==> config.mk <==
export PLATFORM = sky130hd
export DESIGN_NAME = rf_read_port_arbiter
export DESIGN_NICKNAME = d
export VERILOG_FILES = /design/src/rtl/rf_read_port_arbiter_pkg.sv /design/src/rtl/rf_port_popcount.sv /design/src/rtl/rf_read_port_arbiter.sv
export SDC_FILE = /design/constraint.sdc
export NUM_CORES = 1
export LEC_CHECK = 0
export CAP_MARGIN = 30
export CELL_PAD_IN_SITES_DETAIL_PLACEMENT = 0
export CELL_PAD_IN_SITES_GLOBAL_PLACEMENT = 1
export CORE_MARGIN = 5
export CORE_UTILIZATION = 25
export DETAILED_ROUTE_END_ITERATION = 16
export PLACE_DENSITY = 0.53
export SYNTH_ARGS = -nofsm -noshare
export SYNTH_HDL_FRONTEND = slang
export SYNTH_HIERARCHICAL = 1
export SYNTH_SLANG_ARGS = --single-unit
==> constraint.sdc <==
create_clock -name clk -period 11.9 [get_ports clk]
set_input_delay 1.19 -clock clk [delete_from_list [all_inputs] [get_ports clk]]
set_output_delay 1.19 -clock clk [all_outputs]
set_load 0.005 [all_outputs]
==> src/rtl/rf_read_port_arbiter_pkg.sv <==
// rtl/rf_read_port_arbiter_pkg.sv - shared sizing constants and steering record for the RF read-port arbiter
package rf_read_port_arbiter_pkg;
  localparam int ISSUE_WIDTH_MAX = 4;
  localparam int NUM_SRCS        = 2;
  localparam int NUM_RF_R_PORTS  = 6;
  localparam int SRC_LEN         = 5;
  localparam int RF_R_PORT_IDX_W = $clog2(NUM_RF_R_PORTS);

  typedef struct packed {
    logic                       v;
    logic [RF_R_PORT_IDX_W-1:0] port;
  } rd_steer_t;
endpackage

==> src/rtl/rf_port_popcount.sv <==
// rtl/rf_port_popcount.sv - per-slot port need and round-robin whole-slot allocation with prefix port bases
module rf_port_popcount
  import rf_read_port_arbiter_pkg::*;
#(
  parameter int ISSUE_WIDTH_MAX = rf_read_port_arbiter_pkg::ISSUE_WIDTH_MAX,
  parameter int NUM_SRCS        = rf_read_port_arbiter_pkg::NUM_SRCS,
  parameter int NUM_RF_R_PORTS  = rf_read_port_arbiter_pkg::NUM_RF_R_PORTS,
  parameter int SRC_LEN         = rf_read_port_arbiter_pkg::SRC_LEN,
  parameter int RR_W            = $clog2(ISSUE_WIDTH_MAX),
  parameter int CNT_W           = $clog2(NUM_RF_R_PORTS + 1)
) (
  input  logic [ISSUE_WIDTH_MAX-1:0]                            iss_req_v,
  input  logic [ISSUE_WIDTH_MAX-1:0][NUM_SRCS-1:0]              iss_src_v,
  input  logic [ISSUE_WIDTH_MAX-1:0][NUM_SRCS-1:0][SRC_LEN-1:0] iss_src_addr,
  input  logic [RR_W-1:0]                                       rr_ptr,
  output logic [ISSUE_WIDTH_MAX-1:0][NUM_SRCS-1:0]              src_cnt,
  output logic [ISSUE_WIDTH_MAX-1:0]                            slot_gnt,
  output logic [ISSUE_WIDTH_MAX-1:0][CNT_W-1:0]                 slot_base,
  output logic                                                  deny_v,
  output logic [RR_W-1:0]                                       deny_idx
);

  logic [ISSUE_WIDTH_MAX-1:0][CNT_W-1:0] need;

  // x0 reads are satisfied by the consumer, so they never take a port
  always_comb begin
    src_cnt = '0;
    need    = '0;
    for (int i = 0; i < ISSUE_WIDTH_MAX; i++) begin
      for (int s = 0; s < NUM_SRCS; s++) begin
        if (iss_src_v[i][s] && (iss_src_addr[i][s] != '0)) begin
          src_cnt[i][s] = 1'b1;
          need[i]       = need[i] + CNT_W'(1);
        end
      end
    end
  end

  always_comb begin
    logic [CNT_W-1:0] avail;
    logic [CNT_W-1:0] used;
    int k;
    avail     = CNT_W'(NUM_RF_R_PORTS);
    used      = '0;
    k         = 0;
    slot_gnt  = '0;
    slot_base = '0;
    deny_v    = 1'b0;
    deny_idx  = '0;
    for (int step = 0; step < ISSUE_WIDTH_MAX; step++) begin
      k = int'(rr_ptr) + step;
      if (k >= ISSUE_WIDTH_MAX) k = k - ISSUE_WIDTH_MAX;
      if (iss_req_v[k]) begin
        if (need[k] <= avail) begin
          slot_gnt[k]  = 1'b1;
          slot_base[k] = used;
          used         = used + need[k];
          avail        = avail - need[k];
        end else if (!deny_v) begin
          deny_v   = 1'b1;
          deny_idx = RR_W'(k);
        end
      end
    end
  end

endmodule

==> src/rtl/rf_read_port_arbiter.sv <==
// rtl/rf_read_port_arbiter.sv - shares regfile read ports among issue slots and registers the read-data steering
module rf_read_port_arbiter
  import rf_read_port_arbiter_pkg::*;
#(
  parameter int ISSUE_WIDTH_MAX = rf_read_port_arbiter_pkg::ISSUE_WIDTH_MAX,
  parameter int NUM_SRCS        = rf_read_port_arbiter_pkg::NUM_SRCS,
  parameter int NUM_RF_R_PORTS  = rf_read_port_arbiter_pkg::NUM_RF_R_PORTS,
  parameter int SRC_LEN         = rf_read_port_arbiter_pkg::SRC_LEN
) (
  input  logic                                                                     clk,
  input  logic                                                                     rst,
  input  logic                                                                     flush,
  input  logic [ISSUE_WIDTH_MAX-1:0]                                               iss_req_v,
  input  logic [ISSUE_WIDTH_MAX-1:0][NUM_SRCS-1:0]                                 iss_src_v,
  input  logic [ISSUE_WIDTH_MAX-1:0][NUM_SRCS-1:0][SRC_LEN-1:0]                    iss_src_addr,
  output logic [ISSUE_WIDTH_MAX-1:0]                                               iss_gnt,
  output logic [NUM_RF_R_PORTS-1:0][SRC_LEN-1:0]                                   rf_r_port_addr,
  output logic [NUM_RF_R_PORTS-1:0]                                                rf_r_port_en,
  output logic [ISSUE_WIDTH_MAX-1:0][NUM_SRCS-1:0]                                 rd_sel_v,
  output logic [ISSUE_WIDTH_MAX-1:0][NUM_SRCS-1:0][$clog2(NUM_RF_R_PORTS)-1:0]     rd_sel_port,
  output logic [$clog2(ISSUE_WIDTH_MAX)-1:0]                                       rr_ptr
);

  localparam int RR_W  = $clog2(ISSUE_WIDTH_MAX);
  localparam int IDX_W = $clog2(NUM_RF_R_PORTS);
  localparam int CNT_W = $clog2(NUM_RF_R_PORTS + 1);

  if (NUM_RF_R_PORTS < NUM_SRCS) begin : g_port_check
    $error("rf_read_port_arbiter: NUM_RF_R_PORTS must be >= NUM_SRCS");
  end
  if (IDX_W != RF_R_PORT_IDX_W) begin : g_idx_check
    $error("rf_read_port_arbiter: port index width differs from rd_steer_t");
  end

  logic [ISSUE_WIDTH_MAX-1:0][NUM_SRCS-1:0]            src_cnt;
  logic [ISSUE_WIDTH_MAX-1:0]                          slot_gnt;
  logic [ISSUE_WIDTH_MAX-1:0][CNT_W-1:0]               slot_base;
  logic                                                deny_v;
  logic [RR_W-1:0]                                     deny_idx;
  logic [ISSUE_WIDTH_MAX-1:0][NUM_SRCS-1:0][IDX_W-1:0] sel_port;
  rd_steer_t                                           steer_q [ISSUE_WIDTH_MAX][NUM_SRCS];

  rf_port_popcount #(
    .ISSUE_WIDTH_MAX (ISSUE_WIDTH_MAX),
    .NUM_SRCS        (NUM_SRCS),
    .NUM_RF_R_PORTS  (NUM_RF_R_PORTS),
    .SRC_LEN         (SRC_LEN),
    .RR_W            (RR_W),
    .CNT_W           (CNT_W)
  ) u_popcount (
    .iss_req_v    (iss_req_v),
    .iss_src_v    (iss_src_v),
    .iss_src_addr (iss_src_addr),
    .rr_ptr       (rr_ptr),
    .src_cnt      (src_cnt),
    .slot_gnt     (slot_gnt),
    .slot_base    (slot_base),
    .deny_v       (deny_v),
    .deny_idx     (deny_idx)
  );

  assign iss_gnt = (rst || flush) ? '0 : slot_gnt;

  // Each granted slot fills consecutive ports from its base, src0 first
  always_comb begin
    logic [CNT_W-1:0] p;
    p              = '0;
    rf_r_port_addr = '0;
    rf_r_port_en   = '0;
    sel_port       = '0;
    for (int i = 0; i < ISSUE_WIDTH_MAX; i++) begin
      if (iss_gnt[i]) begin
        p = slot_base[i];
        for (int s = 0; s < NUM_SRCS; s++) begin
          if (src_cnt[i][s]) begin
            rf_r_port_addr[p] = iss_src_addr[i][s];
            rf_r_port_en[p]   = 1'b1;
            sel_port[i][s]    = IDX_W'(p);
            p                 = p + CNT_W'(1);
          end
        end
      end
    end
  end

  always_ff @(posedge clk) begin
    for (int i = 0; i < ISSUE_WIDTH_MAX; i++) begin
      for (int s = 0; s < NUM_SRCS; s++) begin
        if (rst || flush) begin
          steer_q[i][s] <= '0;
        end else begin
          steer_q[i][s].v    <= iss_gnt[i] && src_cnt[i][s];
          steer_q[i][s].port <= sel_port[i][s];
        end
      end
    end
    // The first denied slot leads next cycle, bounding its wait to one cycle
    if (rst) begin
      rr_ptr <= '0;
    end else if (!flush && deny_v) begin
      rr_ptr <= deny_idx;
    end
  end

  always_comb begin
    rd_sel_v    = '0;
    rd_sel_port = '0;
    for (int i = 0; i < ISSUE_WIDTH_MAX; i++) begin
      for (int s = 0; s < NUM_SRCS; s++) begin
        rd_sel_v[i][s]    = steer_q[i][s].v;
        rd_sel_port[i][s] = steer_q[i][s].port;
      end
    end
  end

endmodule

==> impl_metrics.tcl <==
set metrics [dict create \
    status "completed" \
    start_util_pct 25.53 \
    rsz0062_at_grt "false" \
    slew_violations 0 \
    detail_route.wirelength_um 33840 \
    switching_share_pct 42.89 \
    min_path_cells 3 \
    synthCells 855 \
    synthTopCellsByArea "dfxtp_1, mux2i_1, ha_1" \
    fillers 2750 \
    h-tree-depth 2 \
    arrival_ps 10350 \
    synth_top_area_share_pct 10.53 \
    grt_start_max_net_pins 29 \
    track_usage_pct 22.52 \
    clkTransAtPathRegs_ps 70 \
    dpl.hpwl_um 26820 \
    cts_num_sinks 34 \
    required_ps 10710 \
    yosys_warnings 6 \
    grt_pass1_vias 7712 \
    hold_ws_ps 795.4 \
    hold_viol 0 \
    power_frac_clock_pct 25.7 \
    finalPower_uw 556.8 \
    cp-start-kind "input pin" \
    crit_type "in -> out" \
    final_core_util_pct 33.54 \
    synth_ff_type "dfxtp_1" \
    crit_path_top_delay_cell "clkdlybuf4s50_1" \
    via_per_inst 5.937 \
    power_density_nw_per_um2 65.54 \
    drive_gt1_share_pct 13.05 \
    grt_overflow 0 \
    period_share_pct 96.98 \
    synth_edf_count 0 \
    path_depth 31 \
    drc 0 \
    setup-tns-final_ps 0 \
    numCtsBuffers 5 \
    critPathMaxFanout 12 \
    maxCapViolCount 0 \
    cp_common_cell "ha_1" \
    cts-root-buf "clkbuf_16" \
    cts_tree "done" \
    period_needed_ps 11540 \
    dr.first_iter.drc_count 735 \
    die_x_um 170.8 \
    p_seq_share_pct 20.9 \
    yosysUniqueCellTypes 95 \
    reg2reg_depth 25 \
    fmax_mhz 86.65 \
    num_rows 58 \
    post-cts-setup-buffer-count 0 \
    cp_top_family "compound AO/OA/AOI/OAI gates" \
    leakage_nw 3.029 \
    worst-path-buf-inv 4 \
    combPwrFrac_pct 53.4 \
    first_pass_iters 5 \
    die_h_um 170.8 \
    wire_per_inst_um 25.52 \
    synth_area_per_cell_um2 7.561 \
    final_common_cell "clkdlybuf4s50_1" \
    internal_power_uw 318.0 \
    yosysSeqAreaShare_pct 10.53 \
    cts_buffer_depth 2 \
    floorplan.die_area_um2 29180 \
    syn_area_um2 6465 \
    slew_headroom_pct 35.61 \
    io_pins 129 \
    coreArea_um2 25330 \
    max_stage_delay_ps 600 \
    yosysTopAreaCell "dfxtp_1" \
    final_cell_mix "clkdlybuf4s50_1, nor2_1, buf_4" \
    ant_nets 0 \
    area_growth_pct 31.41 \
    nNetsFinal 1078 \
    grt_pass1_wl_um 50270 \
    place_congestion 0.9623 \
    ir_drop_mv 0.05566 \
    ys_seq_elements 34 \
    antennaDiodeCount 0 \
    cp-end-kind "output port" \
    setup_violations 0 \
    async_reset_ff_share_pct 0 \
    syn-num-nets 938 \
    port_buffers 128 \
    hp-class "reg -> reg" \
    power.switching_uw 238.8 \
    finalClockSkew_ps 9.693 \
    antenna_found_initial 0 \
    clock_latency_ps 300 \
    dr_total_vias 7873 \
    worstMarginPinSlew_ps 963.8 \
]
## registers in the layout, summed over array words and instances (netlist names)
name and flops:
steer_q 32, rr_ptr 2
## cells in the mapped netlist, types with 11 or more instances
| master | instances |
|---|---|
| a21oi_1 | 33 |
| a22o_1 | 15 |
| a22oi_1 | 18 |
| a31oi_1 | 11 |
| a32oi_1 | 18 |
| and3_1 | 23 |
| buf_2 | 19 |
| clkbuf_1 | 30 |
| dfxtp_1 | 34 |
| ha_1 | 24 |
| inv_1 | 35 |
| mux2i_1 | 39 |
| nand2_1 | 59 |
| nand2b_1 | 18 |
| nand3_1 | 41 |
| nand4_1 | 13 |
| nor2_1 | 64 |
| nor2b_1 | 14 |
| o211ai_1 | 18 |
| o21a_1 | 14 |
| o21ai_0 | 35 |
| o22a_1 | 15 |
| o22ai_1 | 26 |
## cells by family after synthesis
family	Yosys count	share of synthesized area, %
simple gates	331	28.91
compound gates	296	34.70
buf+inv	94	6.542
mux	57	11.40
flops	34	10.53
fa+ha+maj	28	5.884
xor+xnor	15	2.032
## layer usage
metal  track usage (%)  share of wire, %
met5            0.1672                 0
met4             8.336               4.2
met3             4.829               8.8
met2             34.28                42
met1             31.32                44
## final timing paths
| path | start | endpoint | slack, ps |
|---|---|---|---|
| worst max-delay path | iss_src_addr[27] | rf_r_port_addr[15] | 360 |
| worst min register to register | rr_ptr[0]$_SDFFE_PP0P_ | rr_ptr[0]$_SDFFE_PP0P_ | 800 |
| worst max register to register | rr_ptr[1]$_SDFFE_PP0P_ | steer_q[0][13]$_SDFF_PP0_ | 4350 |
| worst min-delay path | rr_ptr[0]$_SDFFE_PP0P_ | rr_ptr[0]$_SDFFE_PP0P_ | 800 |
## timing repair
item / CTS / global route
hold buffers: 0 / 0
hold endpoints to repair: 0 / 0
endpoints found under the setup margin: 0 / 10
resized for setup: 0 / 3
## worst min-delay path, delay by kind of cell (launching register included)
kind	cells	cell delay [ps]
and+or+nand+nor	1	50
buffers and inverters	1	240
DFF	1	310
muxes	1	160
## power groups by stage
stage	clock, mW	combinational (mW)	sequential, mW
global placement	0	0.295	0.119
CTS	0.149	0.292	0.116
global route	0.153	0.317	0.116
detailed placement	0	0.290	0.119
finish	0.143	0.298	0.116
floorplan	0	0.169	0.119
## layout make-up
class | count | area (um2) | area share, %
Inverter | 37 | 138.9 | 1.635
Multi-Input combinational cell | 727 | 5369 | 63.20
Tap cell | 330 | 412.9 | 4.860
Clock inverter | 1 | 5.005 | 0.05891
Sequential cell | 34 | 680.7 | 8.012
Timing Repair Buffer | 190 | 1747 | 20.56
Clock buffer | 7 | 142.6 | 1.679
## through the flow
step           setup WS, ps  std cells  area (um2)
2_1_floorplan          1937        855        6465
3_3_place_gp          288.6       1317        8333
3_5_place_dp          276.0       1318        8338
4_1_cts               245.5       1326        8486
5_1_grt               17.55       1326        8496
6_report              359.8       1326        8496
Note: power is estimated with default switching activity, not from simulation.
